<file path="src/rtl/multi_eth_reset_gen.sv">
// Multi-channel delayed reset-pulse generator: per-channel delay, width, one-shot/retrigger modes.
// Optional per-channel saturating pulse counter on PulseCount, enabled by MULTI_ETH_RESET_PULSE_COUNT_EN.
module multi_eth_reset_gen #(
    parameter int TIMER_MAX_WIDTH = 14,
    parameter int RESET_MAX_WIDTH = 14,
    parameter bit RESETLOGIC      = 1'b0,
    parameter int NUM_CHANNELS    = 4
) (
    input  logic                                      clk,
    input  logic                                      aresetn,
    input  logic [NUM_CHANNELS*TIMER_MAX_WIDTH-1:0]   ResetAfter,
    input  logic [NUM_CHANNELS*RESET_MAX_WIDTH-1:0]   ResetWidth,
    input  logic [NUM_CHANNELS-1:0]                   ResetTrigger,
    input  logic [NUM_CHANNELS-1:0]                   Mode,
    input  logic [NUM_CHANNELS-1:0]                   Rearm,
    input  logic [NUM_CHANNELS-1:0]                   Cancel,
    output logic [NUM_CHANNELS-1:0]                   OneShotReset,
    output logic [NUM_CHANNELS-1:0]                   Busy
`ifdef MULTI_ETH_RESET_PULSE_COUNT_EN
    ,
    output logic [NUM_CHANNELS*8-1:0]                 PulseCount
`endif
);

    // state  | meaning
    // IDLE   | waiting for a trigger rising edge
    // WAIT   | delay counter running down, output idle
    // PULSE  | output at RESETLOGIC, width counter running down
    // LOCKED | one-shot done; triggers ignored until Rearm
    typedef enum logic [1:0] {
        S_IDLE   = 2'd0,
        S_WAIT   = 2'd1,
        S_PULSE  = 2'd2,
        S_LOCKED = 2'd3
    } state_t;

    localparam int TW = TIMER_MAX_WIDTH;
    localparam int RW = RESET_MAX_WIDTH;

    for (genvar i = 0; i < NUM_CHANNELS; i++) begin : g_ch
        state_t         state, state_nx;
        logic [TW-1:0]  dcnt, dcnt_nx;
        logic [RW-1:0]  wcnt, wcnt_nx;
        logic           trig_prev;
        logic           armed;
        logic           out_q;
        logic           trig_edge;
        logic           pulse_done;
        logic [TW-1:0]  after_in;
        logic [RW-1:0]  width_in;
        state_t         end_state;

        assign after_in  = ResetAfter[i*TW +: TW];
        assign width_in  = ResetWidth[i*RW +: RW];
        // armed stays low for the first cycle after reset so a held-high trigger is not an edge
        assign trig_edge = ResetTrigger[i] & ~trig_prev & armed;
        assign end_state = Mode[i] ? S_IDLE : S_LOCKED;

        always_comb begin
            state_nx   = state;
            dcnt_nx    = dcnt;
            wcnt_nx    = wcnt;
            pulse_done = 1'b0;
            if (Cancel[i]) begin
                state_nx = S_IDLE;
                dcnt_nx  = '0;
                wcnt_nx  = '0;
            end else begin
                case (state)
                    S_IDLE: begin
                        if (trig_edge) begin
                            dcnt_nx = after_in;
                            wcnt_nx = width_in;
                            if (after_in != '0)      state_nx = S_WAIT;
                            else if (width_in != '0) state_nx = S_PULSE;
                            else                     state_nx = end_state;
                        end
                    end
                    S_WAIT: begin
                        if (dcnt > TW'(1)) begin
                            dcnt_nx = dcnt - TW'(1);
                        end else begin
                            dcnt_nx  = '0;
                            state_nx = (wcnt != '0) ? S_PULSE : end_state;
                        end
                    end
                    S_PULSE: begin
                        if (wcnt > RW'(1)) begin
                            wcnt_nx = wcnt - RW'(1);
                        end else begin
                            wcnt_nx    = '0;
                            pulse_done = 1'b1;
                            state_nx   = end_state;
                        end
                    end
                    S_LOCKED: begin
                        if (Rearm[i]) state_nx = S_IDLE;
                    end
                    default: state_nx = S_IDLE;
                endcase
            end
        end

        always_ff @(posedge clk or negedge aresetn) begin
            if (!aresetn) begin
                state     <= S_IDLE;
                dcnt      <= '0;
                wcnt      <= '0;
                trig_prev <= 1'b0;
                armed     <= 1'b0;
                out_q     <= ~RESETLOGIC;
            end else begin
                state     <= state_nx;
                dcnt      <= dcnt_nx;
                wcnt      <= wcnt_nx;
                trig_prev <= ResetTrigger[i];
                armed     <= 1'b1;
                out_q     <= (state_nx == S_PULSE) ? RESETLOGIC : ~RESETLOGIC;
            end
        end

        assign OneShotReset[i] = out_q;
        assign Busy[i]         = (state == S_WAIT) || (state == S_PULSE);

`ifdef MULTI_ETH_RESET_PULSE_COUNT_EN
        logic [7:0] pcnt;

        always_ff @(posedge clk or negedge aresetn) begin
            if (!aresetn) begin
                pcnt <= '0;
            end else if (Rearm[i]) begin
                pcnt <= '0;
            end else if (pulse_done && (pcnt != 8'hFF)) begin
                pcnt <= pcnt + 8'd1;
            end
        end

        assign PulseCount[i*8 +: 8] = pcnt;
`endif
    end

endmodule

</file>
<file path="config.mk">
export PLATFORM = sky130hd
export DESIGN_NAME = multi_eth_reset_gen
export DESIGN_NICKNAME = d
export VERILOG_FILES = /design/src/rtl/multi_eth_reset_gen.sv
export SDC_FILE = /design/constraint.sdc
export NUM_CORES = 1
export LEC_CHECK = 0
export BUFFER_PORTS_ARGS = -buffer_cell sky130_fd_sc_hd__buf_2
export CAP_MARGIN = 25
export CORE_MARGIN = 1.5
export CORE_UTILIZATION = 50
export CTS_BUF_LIST = sky130_fd_sc_hd__clkbuf_4 sky130_fd_sc_hd__clkbuf_8
export CTS_CLUSTER_DIAMETER = 200
export CTS_CLUSTER_SIZE = 24
export DETAILED_ROUTE_END_ITERATION = 10
export GPL_ROUTABILITY_DRIVEN = 0
export PLACE_DENSITY_LB_ADDON = 0.1
export SYNTH_ARGS = -nofsm -noshare
export SYNTH_HDL_FRONTEND = slang
export SYNTH_SLANG_ARGS = --single-unit
</file>
<file path="constraint.sdc">
create_clock -name clk -period 3 [get_ports clk]
set_clock_uncertainty 0.2 [all_clocks]
set_input_delay 0.6 -clock clk [delete_from_list [all_inputs] [get_ports clk]]
set_output_delay 0.6 -clock clk [all_outputs]
set_load 0.01 [all_outputs]
</file>
Word level (Yosys, flattened, before mapping)
Cells that the tools add are included.
- bits in registers: 129
- latch bits: 0
- RAM bits: 0
- ROM bits: 0
- output and inout bits: 8
- logic and storage cells: 181
- memories: 0
- add/sub/neg operators: 8
- $mul: 0
- div/mod/pow operators: 0
- $lt $le $gt $ge: 8
- equality and inequality tests: 20
- shift operators: 0
- mux-type cells: 76
- bitwise logic cells: 12
- reductions and logical operators: 36
- operators by type and width (kind ; number):
    $mux 14 ; 24
    $pmux 14 s2 ; 8
    $reduce_bool 14->1 ; 12
    $gt 14x1->1 const B ; 8
    $sub 14x1->14 const B ; 8
    $mux 2 ; 36
    $pmux 2 s4 ; 4
    $eq 2x2->1 const B ; 12
    $reduce_bool 3->1 ; 8
    $reduce_and 2->1 ; 8
    $ne 3x3->1 const B ; 4
    $and 1x1->1 ; 8
    $eq 2x1->1 const B ; 4
    $logic_not 2->1 ; 4
    $logic_or 1x1->1 ; 4
    $mux 1 ; 4
    $not 1->1 ; 4

Logic depth before layout (Yosys ltp)
- word-level depth: 8
- mapped depth: 9
- gate-level depth less buffers: 8

Least setup slack after synthesis
Ideal clock, no wire load.
- path type: input -> register
- start point: input ResetAfter[43]
- end point: register g_ch[3].out_q
- library setup time: 0.084 ns
- arrival: 2.302 ns
- data required time: 2.716 ns
- slack: 0.414 ns
- cell stages on the path: 5
- buffers on the path: 0
- path through: or4_1 > or4_1 > o21ba_2 > or2_0 > a311o_1
- word-level cells in the longest chain between the ends: 7
- ends and longest elaborated chain (what ; line ; RTL):
    from (decl) ; 11 ; input logic [NUM_CHANNELS*TIMER_MAX_WIDTH-1:0] ResetAfter,
    $reduce_bool 14->1 ; 74 ; if (after_in != '0) state_nx = S_WAIT;
    $mux 2 ; 74 ;
    $mux 2 ; 71 ; if (trig_edge) begin
    $pmux 2 s4 ; 69 ; case (state)
    $mux 2 ; 64 ; if (Cancel[i]) begin
    $eq 2x2->1 ; 118 ; out_q <= (state_nx == S_PULSE) ? RESETLOGIC : ~RESETLOGIC;
    $mux 1 ; 118 ;
    to (signal assigned) ; 111 ; out_q <= ~RESETLOGIC;
    to (signal assigned) ; 118 ;
    to (decl) ; 46 ; logic out_q;
Every way passes these cells.
A chain may end at the register's enable or synchronous reset.

Worst setup path in the final report
- start point: register g_ch[1].wcnt[0]
- end point: register g_ch[1].out_q
- word-level cells in the longest chain between the ends: 7
- elaborated cells between the ends (all ways): 9
- ends and longest elaborated chain (what ; line ; RTL):
    from (decl) ; 43 ; logic [RW-1:0] wcnt, wcnt_nx;
    from (signal assigned) ; 115 ; wcnt <= wcnt_nx;
    branches (longest 3 deep; another with $gt 14x1->1) ; n/a ;
    $pmux 2 s4 * ; 69 ;
    $mux 2 * ; 64 ;
    named net g_ch[1].state_nx[1] ; 41 ; state_t state, state_nx;
    $eq 2x2->1 * ; 118 ;
    $mux 1 * ; 118 ;
    to (signal assigned) ; 111 ;
    to (signal assigned) ; 118 ;
    to (decl) ; 46 ;
Mark *: on every way through the listed nets, which the timed path passes.

==> results.txt <==
The category of the critical setup timing path is register to register. The latest clock arrival within the worst-skew pair came out at 0.45 ns. The count of final setup violators came out at 0.

The average vias per placed instance is 6.197. The post-synthesis instance total is 1108. The first routing iteration left slightly below 600 violations. The overall fraction of global-route tracks in use came out at 0.2711. The area of placed instances came out at about 10000 sq um. The global-route wire length before repair came out at 41130 um. The worst pin sits at a relative slew slack of 0.4869.

The number of maximum-capacitance constraint violations is 0. The distinct cell type count of the synthesized netlist came out at a little over 80. The initial utilization of the core area, before any placement, comes to 0.5071. The slack of the worst reg-to-reg path came out at ~0.38 ns. The highest clock frequency the design can meet came out at ~380 MHz.

The clock tree from TritonCTS is done. Summing internal, switching and leakage power gives between 0.008 and 0.009 W. In the post-synthesis netlist, the biggest area contributors are dfrtp_1 (34%), o21ai_0 (7.3%), ha_1 (4.8%). The count of warnings emitted by yosys is 0. The routed via count is just over 9000. The number of I/O pins is ~140. The count of cells resized by post-cts repair is 0. Counting the fill cells in the layout gives 1661. The run finished with clean final reports. The total clock buffers created by CTS came out at 17. The final sum of negative setup slack is 0 ns. Setup repair after global routing left no endpoint under its margin. The number of antenna repair diodes came out at 0.

The routed length per instance came out at roughly 17 um. The number of synthesized flops with an enable pin came out at 0. The largest fanout of any net on the critical path is 8. The maximum number of pins on one net before global-route repair is 62. The remaining global-route overflow is 0. The die area came out at 18980 sq um. The cell area after synthesis came out at between 9000 and 10000 sq um. The placeable core region came out at 17900 sq um. The time the worst path needs with I/O delays and setup is approximately 2.6 ns. The standby leakage power came out at 4.674 nW. The most numerous cell in the Yosys netlist is o21ai_0. The flip-flop and latch count after synthesis came out at around 130. In this run the vertical extent of the chip is between 100 and 150 um. The final cell area excluding filler cells came out at 10620 sq um. The largest vdd supply drop came out at just under 0.0006 V. The clock passes through at most 2 buffers. The net count of the mapped netlist is around 1300. Clock tree synthesis selected as its root buffer the cell clkbuf_8. The DRC violation count after routing is 0. The deepest level of the CTS H-tree is 4. The die extent in x is roughly 140 um. The number of buffers added on ports is between 100 and 150. At the pin with the least slew margin, the transition time is 0.7696 ns. The data required time of the worst path came out at 3.18 ns.

Of the cells placed in the final design, the portion with a size suffix greater than 1 is 0.1863. The aggregate routed wire length came out at roughly 26000 um. The power density relative to cell area is 846.5 nW/um^2. In the final design database the tool counted roughly 1400 nets. STA classifies the critical path startpoint as a register.

The number of antenna violations at the first check in global routing came out at 0. The fraction of synthesized cell area taken by the top area cell type is 0.3445. In this run the remaining antenna-violating nets after routing total 0. The clock net sink count is about 130. The average size of a mapped cell came out at between 8 and 9 sq um.

The path class of the tightest hold or removal check is input pin to register. The initialized floorplan defines a little under 50 standard-cell rows. The final hold violation count came out at 0.

The worst hold slack across all endpoints came out at roughly 0.1 ns. The number of global-route vias before repair is roughly 8400. The clock input transition at the sequential cells of the worst setup and hold paths came out at ~0.08 ns.

The final max-slew violation count is 0. The critical path capture point type is a register. The most area-hungry cell type in the Yosys netlist is dfrtp_1. The HPWL after detailed placement is about 19000 um. The most used flip-flop cell after synthesis is dfrtp_1. The buffers inserted during post-CTS setup optimization came out at 0. The final period utilization is 0.8736.

After synthesis, the most frequently instantiated cells are o21ai_0 (132), dfrtp_1 (125), nor2_1 (108). STA puts the critical path data arrival time at 2.80 ns. The area overhead of the layout relative to synthesis is 16.96%. The portion of the post-synthesis area used by sequential elements is 0.3561. The fraction of registers with async set or reset after synthesis is 1.000. The first-pass iteration count of the detailed router came out at 5.
-- layer usage --
metal | global-route usage | part of all wire | vias to the layer above
li1 | - | - | 4496
met1 | 0.3870 | 0.45 | 4391
met2 | 0.4292 | 0.46 | 384
met3 | 0.04562 | 0.071 | 30
met4 | 0.06424 | 0.013 | 0
met5 | 0 | 0 | -
-- final cells by class --
type	count	area, sq um	share of cell area
repair buffers	179	1022	0.09627
flip-flops and latches	129	3233	0.3045
clock inverters	11	161.4	0.01520
multi-input cells	865	5391	0.5077
well taps	229	286.5	0.02698
inverters	68	255.2	0.02404
clock buffers	20	269.0	0.02533
-- report_power, final --
| part | leakage, nW | internal [W] | switching, W |
|---|---|---|---|
| logic | 2.77 | 0.00184 | 0.00274 |
| clock network | 0.222 | 0.000948 | 0.000695 |
| registers | 1.68 | 0.00222 | 0.000545 |
-- final timing paths --
| path | from | end | cells past startpoint |
|---|---|---|---|
| max in group asynchronous | aresetn | g_ch[1].out_q$_DFF_PN1_ | 3 |
| worst min-delay path | ResetTrigger[2] | g_ch[2].trig_prev$_DFF_PN0_ | 1 |
| worst min register to register | g_ch[2].dcnt[13]$_DFFE_PN0P_ | g_ch[2].dcnt[13]$_DFFE_PN0P_ | 1 |
| min in group asynchronous | aresetn | g_ch[2].dcnt[9]$_DFFE_PN0P_ | 2 |
| worst max register to register | g_ch[1].wcnt[0]$_DFFE_PN0P_ | g_ch[1].out_q$_DFF_PN1_ | 8 |
| worst max-delay path | g_ch[1].wcnt[0]$_DFFE_PN0P_ | g_ch[1].out_q$_DFF_PN1_ | 8 |
-- kinds of logic after synthesis --
| logic type | count (synthesis) | share of synthesized area |
|---|---|---|
| xor+xnor | 15 | 0.01447 |
| mux | 6 | 0.006615 |
| flops | 129 | 0.3561 |
| simple gates | 405 | 0.2253 |
| compound gates | 403 | 0.2988 |
| fa+ha+maj | 35 | 0.04824 |
| buf+inv | 114 | 0.05003 |
| other cells | 1 | 0.0004131 |
-- state kept, by name (all words and copies together) (netlist names) --
signal	cells
g_ch.state	8
g_ch.dcnt	56
g_ch.armed	1
g_ch.trig_prev	4
g_ch.out_q	4
g_ch.wcnt	56
-- stage by stage --
stage | utilization | setup WS (ns) | instances
after floorplan | - | 0.4139 | 1108
after global placement | 0.5686 | 0.1904 | 1469
after detailed placement | 0.5686 | 0.1896 | 1469
after CTS | 0.5932 | 0.4036 | 1501
after global routing | 0.5932 | 0.2039 | 1501
final | 0.5932 | 0.3793 | 1501
-- layout by cell type (no fill, tap or decap), types with 15 or more instances in the layout --
cell and n:
buf_2 136, o21ai_0 131, dfrtp_1 125, nor2_1 108, nand2_1 82, inv_1 65
nor3_1 63, a21oi_1 56, a22o_1 43, buf_4 40, nor4_1 39, ha_1 35
clkbuf_8 19, a22oi_1 18, nand3_1 17, a31oi_1 16, a211oi_1 15
-- repair_timing --
action | in CTS | in global routing
hold endpoints to repair | 43 | 0
setup endpoints to repair | 0 | 0
hold buffers | 1 | 0
-- worst max-delay path, cell delays in order, from the launching register on --
cell      delay, ns
dfrtp_1        0.42
inv_1          0.15
ha_1           0.32
nor2_1         0.10
or4_1          0.46
nor2_1         0.32
a211oi_1       0.13
o311a_1        0.37
nand2b_1       0.08
(Power assumes the default switching activity.)
